**src/rtl/tmds_channel_decoder.sv**
```systemverilog
// TMDS receive channel: bitslip-driven word alignment on control tokens, then token/data decode.
// Optional lock-loss counter on o_err_count is built when TMDS_DEC_ERR_CNT_EN is defined.
module tmds_channel_decoder #(
  parameter int CTRL_RUN       = 8,
  parameter int SEARCH_TIMEOUT = 2048,
  parameter int SLIP_WAIT      = 4,
  parameter int LOCK_TIMEOUT   = 4096
) (
  input  logic        i_pix_clk,
  input  logic        i_rst_n,
  input  logic [9:0]  i_tmds_word,
  output logic        o_bitslip,
  output logic        o_aligned,
  output logic        o_de,
  output logic [7:0]  o_data,
  output logic [1:0]  o_ctrl,
  output logic [3:0]  o_slip_count,
  output logic [15:0] o_err_count
);
  localparam int RUN_W = $clog2(CTRL_RUN + 1);
  localparam int ST_W  = $clog2(SEARCH_TIMEOUT);
  localparam int SW_W  = $clog2(SLIP_WAIT + 1);
  localparam int LT_W  = $clog2(LOCK_TIMEOUT);

  typedef enum logic [1:0] {
    ST_SEARCH    = 2'd0,
    ST_SLIP_WAIT = 2'd1,
    ST_LOCKED    = 2'd2
  } state_t;

  // Returns {is_token, ctrl[1:0]}.
  function automatic logic [2:0] token_lookup(input logic [9:0] w);
    case (w)
      10'h354: token_lookup = 3'b1_00;
      10'h0AB: token_lookup = 3'b1_01;
      10'h154: token_lookup = 3'b1_10;
      10'h2AB: token_lookup = 3'b1_11;
      default: token_lookup = 3'b0_00;
    endcase
  endfunction

  function automatic logic [7:0] data_decode(input logic [9:0] w);
    logic [7:0] q;
    logic [7:0] d;
    q    = w[9] ? ~w[7:0] : w[7:0];
    d[0] = q[0];
    for (int i = 1; i < 8; i++) begin
      d[i] = w[8] ? (q[i] ^ q[i-1]) : ~(q[i] ^ q[i-1]);
    end
    return d;
  endfunction

  state_t           state_r, next_state_s;
  logic [RUN_W-1:0] run_r, run_next_s;
  logic [ST_W-1:0]  timer_r, timer_next_s;
  logic [SW_W-1:0]  wait_r, wait_next_s;
  logic [LT_W-1:0]  lock_r, lock_next_s;
  logic             slip_pulse_s, lock_event_s, lock_loss_s;
  logic [2:0]       tok_s;
  logic [7:0]       data_s;
  logic             bitslip_r, aligned_r, de_r;
  logic [7:0]       data_r;
  logic [1:0]       ctrl_r;
  logic [3:0]       slip_cnt_r;

  // Word classification for the current input.
  always_comb begin
    tok_s  = token_lookup(i_tmds_word);
    data_s = data_decode(i_tmds_word);
  end

  // Next-state logic; lock wins over a coincident search timeout.
  always_comb begin
    next_state_s = state_r;
    run_next_s   = run_r;
    timer_next_s = timer_r;
    wait_next_s  = wait_r;
    lock_next_s  = lock_r;
    slip_pulse_s = 1'b0;
    lock_event_s = 1'b0;
    lock_loss_s  = 1'b0;
    case (state_r)
      ST_SEARCH: begin
        if (tok_s[2] && (run_r >= RUN_W'(CTRL_RUN - 1))) begin
          next_state_s = ST_LOCKED;
          run_next_s   = '0;
          timer_next_s = '0;
          lock_next_s  = '0;
          lock_event_s = 1'b1;
        end else if (timer_r == ST_W'(SEARCH_TIMEOUT - 1)) begin
          next_state_s = ST_SLIP_WAIT;
          run_next_s   = '0;
          timer_next_s = '0;
          wait_next_s  = '0;
          slip_pulse_s = 1'b1;
        end else begin
          run_next_s   = tok_s[2] ? (run_r + RUN_W'(1)) : '0;
          timer_next_s = (run_r != '0) ? '0 : (timer_r + ST_W'(1));
        end
      end
      ST_SLIP_WAIT: begin
        run_next_s = '0;
        if (wait_r >= SW_W'(SLIP_WAIT - 1)) begin
          next_state_s = ST_SEARCH;
          wait_next_s  = '0;
          timer_next_s = '0;
        end else begin
          wait_next_s = wait_r + SW_W'(1);
        end
      end
      ST_LOCKED: begin
        if (tok_s[2]) begin
          lock_next_s = '0;
        end else if (lock_r == LT_W'(LOCK_TIMEOUT - 1)) begin
          next_state_s = ST_SEARCH;
          lock_next_s  = '0;
          run_next_s   = '0;
          timer_next_s = '0;
          lock_loss_s  = 1'b1;
        end else begin
          lock_next_s = lock_r + LT_W'(1);
        end
      end
      default: begin
        next_state_s = ST_SEARCH;
        run_next_s   = '0;
        timer_next_s = '0;
        wait_next_s  = '0;
        lock_next_s  = '0;
      end
    endcase
  end

  // State, counters and registered outputs; output gating follows the state being entered.
  always_ff @(posedge i_pix_clk or negedge i_rst_n) begin
    if (!i_rst_n) begin
      state_r    <= ST_SEARCH;
      run_r      <= '0;
      timer_r    <= '0;
      wait_r     <= '0;
      lock_r     <= '0;
      bitslip_r  <= 1'b0;
      aligned_r  <= 1'b0;
      de_r       <= 1'b0;
      data_r     <= 8'h00;
      ctrl_r     <= 2'b00;
      slip_cnt_r <= 4'd0;
    end else begin
      state_r   <= next_state_s;
      run_r     <= run_next_s;
      timer_r   <= timer_next_s;
      wait_r    <= wait_next_s;
      lock_r    <= lock_next_s;
      bitslip_r <= slip_pulse_s;
      aligned_r <= (next_state_s == ST_LOCKED);
      if (lock_event_s) begin
        slip_cnt_r <= 4'd0;
      end else if (slip_pulse_s) begin
        slip_cnt_r <= (slip_cnt_r == 4'd9) ? 4'd0 : (slip_cnt_r + 4'd1);
      end else begin
        slip_cnt_r <= slip_cnt_r;
      end
      if (next_state_s != ST_LOCKED) begin
        de_r   <= 1'b0;
        data_r <= 8'h00;
        ctrl_r <= 2'b00;
      end else if (tok_s[2]) begin
        de_r   <= 1'b0;
        data_r <= 8'h00;
        ctrl_r <= tok_s[1:0];
      end else begin
        de_r   <= 1'b1;
        data_r <= data_s;
        ctrl_r <= ctrl_r;
      end
    end
  end

`ifdef TMDS_DEC_ERR_CNT_EN
  logic [15:0] err_cnt_r;

  // Lock-loss counter, saturating, cleared only by reset.
  always_ff @(posedge i_pix_clk or negedge i_rst_n) begin
    if (!i_rst_n) begin
      err_cnt_r <= 16'h0000;
    end else if (lock_loss_s && (err_cnt_r != 16'hFFFF)) begin
      err_cnt_r <= err_cnt_r + 16'h0001;
    end else begin
      err_cnt_r <= err_cnt_r;
    end
  end

  assign o_err_count = err_cnt_r;
`else
  assign o_err_count = 16'h0000;
`endif

  assign o_bitslip    = bitslip_r;
  assign o_aligned    = aligned_r;
  assign o_de         = de_r;
  assign o_data       = data_r;
  assign o_ctrl       = ctrl_r;
  assign o_slip_count = slip_cnt_r;
endmodule

```
**config.mk**
```make
export PLATFORM = sky130hd
export DESIGN_NAME = tmds_channel_decoder
export DESIGN_NICKNAME = d
export VERILOG_FILES = /design/src/rtl/tmds_channel_decoder.sv
export SDC_FILE = /design/constraint.sdc
export NUM_CORES = 1
export LEC_CHECK = 0
export ABC_AREA = 0
export CAP_MARGIN = 40
export CORE_MARGIN = 4
export CORE_UTILIZATION = 45
export CTS_BUF_LIST = sky130_fd_sc_hd__clkbuf_8
export DETAILED_ROUTE_END_ITERATION = 6
export PLACE_DENSITY_LB_ADDON = 0.2
export SLEW_MARGIN = 15
export SYNTH_ARGS = -nofsm -noshare
export SYNTH_HDL_FRONTEND = slang
export SYNTH_SLANG_ARGS = --single-unit
export TNS_END_PERCENT = 5
```
**constraint.sdc**
```tcl
create_clock -name i_pix_clk -period 3.4 [get_ports i_pix_clk]
set_input_delay 0.68 -clock i_pix_clk [delete_from_list [all_inputs] [get_ports i_pix_clk]]
set_output_delay 0.68 -clock i_pix_clk [all_outputs]
set_load 0.01 [all_outputs]
```
==> reports/metrics.csv <==
metric,value,unit
cts.sinks,49,
synth.area.top_cells,"sky130_fd_sc_hd__dfrtp_1 (43%), sky130_fd_sc_hd__ha_1 (7.0%), sky130_fd_sc_hd__buf_4 (4.5%)",
dieWidth,87.8,um
rsz_0062_raised_after_global_routing,no,
number_of_buffers_added_by_the_clock_tree_synthesis_step,5,
design.final.nets,356,
setup.reg_to_reg.worst_slack,1260,ps
power_per_cell_area,379,nW/um^2
grt_pass1_vias,2177,
timing.clock.skew,9.93,ps
critPathSlowestCell,sky130_fd_sc_hd__clkdlybuf4s50_1,
post-dp-hpwl,4.35,mm
max_freq,390,MHz
route.detailed.wl_per_inst,14.5,um
arrival,2750,ps
ys_warn_count,0,
finalWirelength,5.88,mm
synthesis.instances,294,
reg2reg_depth,6,
critPathLaunchType,input port,
final-hold-violation-count,0,
cell_internal_pwr,935,uW
clock_path_buffers,2,
finalPower,1250,uW
combPwrFrac,11.5,%
min_path_type,input port to async pin,
remaining_drc_errors,0,
maxCapViolations,0,
clkSlewWorstSetupHoldPaths,90,ps
max-vdd-ir-drop,0.187,mV
critPathCaptureType,register,
core-area,6060,um^2
netSwitchingFraction,25.2,%
timing.final.setup_violations,0,
filler_instances,536,
clk_root_buffer_cell,sky130_fd_sc_hd__clkbuf_8,
register_area_share_after_synthesis,42.8,%
first_pass_grt_wire_length,10.0,mm
cts_hold_buffers,0,
floorplan.initialDensity,47.2,%
dr.pass1.iters,4,
floorplan.die_area,7700,um^2
crit_fanout,7,
flip_flop_and_latch_count_after_synthesis,49,
cell_variety_after_synth,58,
slew-limit-headroom,58.1,%
syn_avg_cell_area,9.74,um^2
timing.final.crit_period,2570,ps
std_cell_rows,28,
routabilityCongestion,0.785,
crit_path_cell_trace,clkdlybuf4s50_1 > inv_1 > ha_1 > and3_1 > and3_2 > o31ai_4 > nand2_4 > a211o_1,
io_buffers,28,
leakagePower,0.00156,uW
crit_required,3580,ps
async_flop_share,100,%
detail_route.iter0.violations,126,
gr-usage-all-layers,16.3,%
post_route_antenna_net_violation_count,0,
io-pin-count,45,
htree_levels,2,
critPathMaxStageDelay,520,ps
synth.largest_area_cell,sky130_fd_sc_hd__dfrtp_1,
clockPowerShare,35.0,%
most_frequent_cells_in_the_layout,"sky130_fd_sc_hd__dfrtp_1 (49), sky130_fd_sc_hd__clkdlybuf4s50_1 (27), sky130_fd_sc_hd__nand3_1 (24)",
cts_resized,0,
ys_dominant_reg_cell,sky130_fd_sc_hd__dfrtp_1,
seqPwrFrac,53.5,%
worst_r2r_src,lock_r[0],
outcome,"complete, no violations",
critPathKind,input port to register,
post-synth-top-area-fraction,42.8,%
clk-insertion-delay-late,300,ps
slew_viol_final,0,
final_common_cell,sky130_fd_sc_hd__dfrtp_1,
cts_post_setup_buffers_inserted,0,
cts_tree,yes,
avgViaCountPerCell,5.48,
timing.final.crit_share,75.5,%
antenna_found_initial,0,
p_switching,315,uW
layout-drive-gt1-share,11.6,%
total_gr_overflow,0,
routed-via-count,2215,
netlist_area_before_placement,2860,um^2
grt_start_max_net_pins,50,
tns,0,ps
area.growth.synth_to_final,15.1,%
fp.dieH,87.8,um
worst-slew-pin-transition,623,ps
endpoint_of_the_worst_register_to_register_path,timer_r[9],
synth_enable_flop_cells,0,
number_of_antenna_diodes,0,
## through the flow
step	hold WS (ps)	cell area (um^2)	worst slack, ps	std cells	utilization (%)
finish	482	3300	834	404	54.4
CTS	504	3300	842	404	54.4
detailed placement	505	3180	521	396	52.4
global route	531	3300	747	404	54.4
floorplan	384	2920	1240	309	-
global placement	499	3180	575	396	52.4
## cell usage after synthesis, drive strengths merged (10+ instances only)
cell type and number:
o21ai 10, inv 19, nand2 17, nand4 10, xnor2 14, dfrtp 49, a21oi 13, buf 20
nor3 10, nand3 25, ha 16, nor2 18
## registers in the layout, summed over array words and instances, names as in the netlist
register      cells
o_bitslip         1
state_r           2
run_r             4
wait_r            3
lock_r           12
o_slip_count      4
timer_r          11
o_de              1
o_aligned         1
o_ctrl            2
o_data            8
## power by group through the flow
stage | Combinational [uW] | Sequential (uW) | Clock [uW]
after floorplan | 117 | 666 | 0
after global placement | 142 | 678 | 0
after detailed placement | 147 | 678 | 0
after CTS | 146 | 667 | 448
after global routing | 164 | 674 | 472
final | 143 | 669 | 438
## cell families (layout without fill, tap and decap cells)
logic type	after synthesis	in the layout	synth area share (%)
muxes	2	2	0.699
AOI/OAI and AO/OA	58	58	14.6
adders and majority gates	16	16	6.99
xor gates and xnor gates	15	15	4.59
DFF	49	49	42.8
other	1	16	0.131
and+or+nand+nor	114	114	22.7
buffers and inverters	39	59	7.47
## area by class of cell
cell class | count | area [um^2] | share of cell area (%)
Clock buffer | 6 | 82.6 | 2.51
Clock inverter | 2 | 37.5 | 1.14
Inverter | 19 | 71.3 | 2.16
Multi-Input combinational cell | 221 | 1480 | 44.9
Sequential cell | 49 | 1230 | 37.2
Tap cell | 75 | 93.8 | 2.85
Timing Repair Buffer | 32 | 305 | 9.26
## worst max path at each step
stage / startpoint / end / slack [ps] / cells after the start
6_report: i_tmds_word[0] / timer_r[9] / 830 / 8
3_5_place_dp: i_tmds_word[0] / timer_r[9] / 520 / 8
5_1_grt: i_tmds_word[0] / timer_r[3] / 750 / 8
2_1_floorplan: i_tmds_word[0] / timer_r[3] / 1240 / 7
4_1_cts: i_tmds_word[0] / timer_r[9] / 840 / 8
3_3_place_gp: i_tmds_word[0] / timer_r[3] / 570 / 8
## worst max-delay path, delay by kind of cell
kind	cells	cell delay, ps
simple gates	3	580
fa+ha+maj	1	180
compound gates	2	710
buf+inv	2	580
## per-layer routing
layer | up-vias | share of wire [%] | GRT usage (%)
li1 | 1095 | - | -
met4 | 0 | 0.94 | 4.32
met1 | 1076 | 48 | 21.6
met2 | 39 | 47 | 27.7
met5 | - | 0 | 0
met3 | 5 | 3.5 | 2.82
Power figures use the tool's default switching activity.
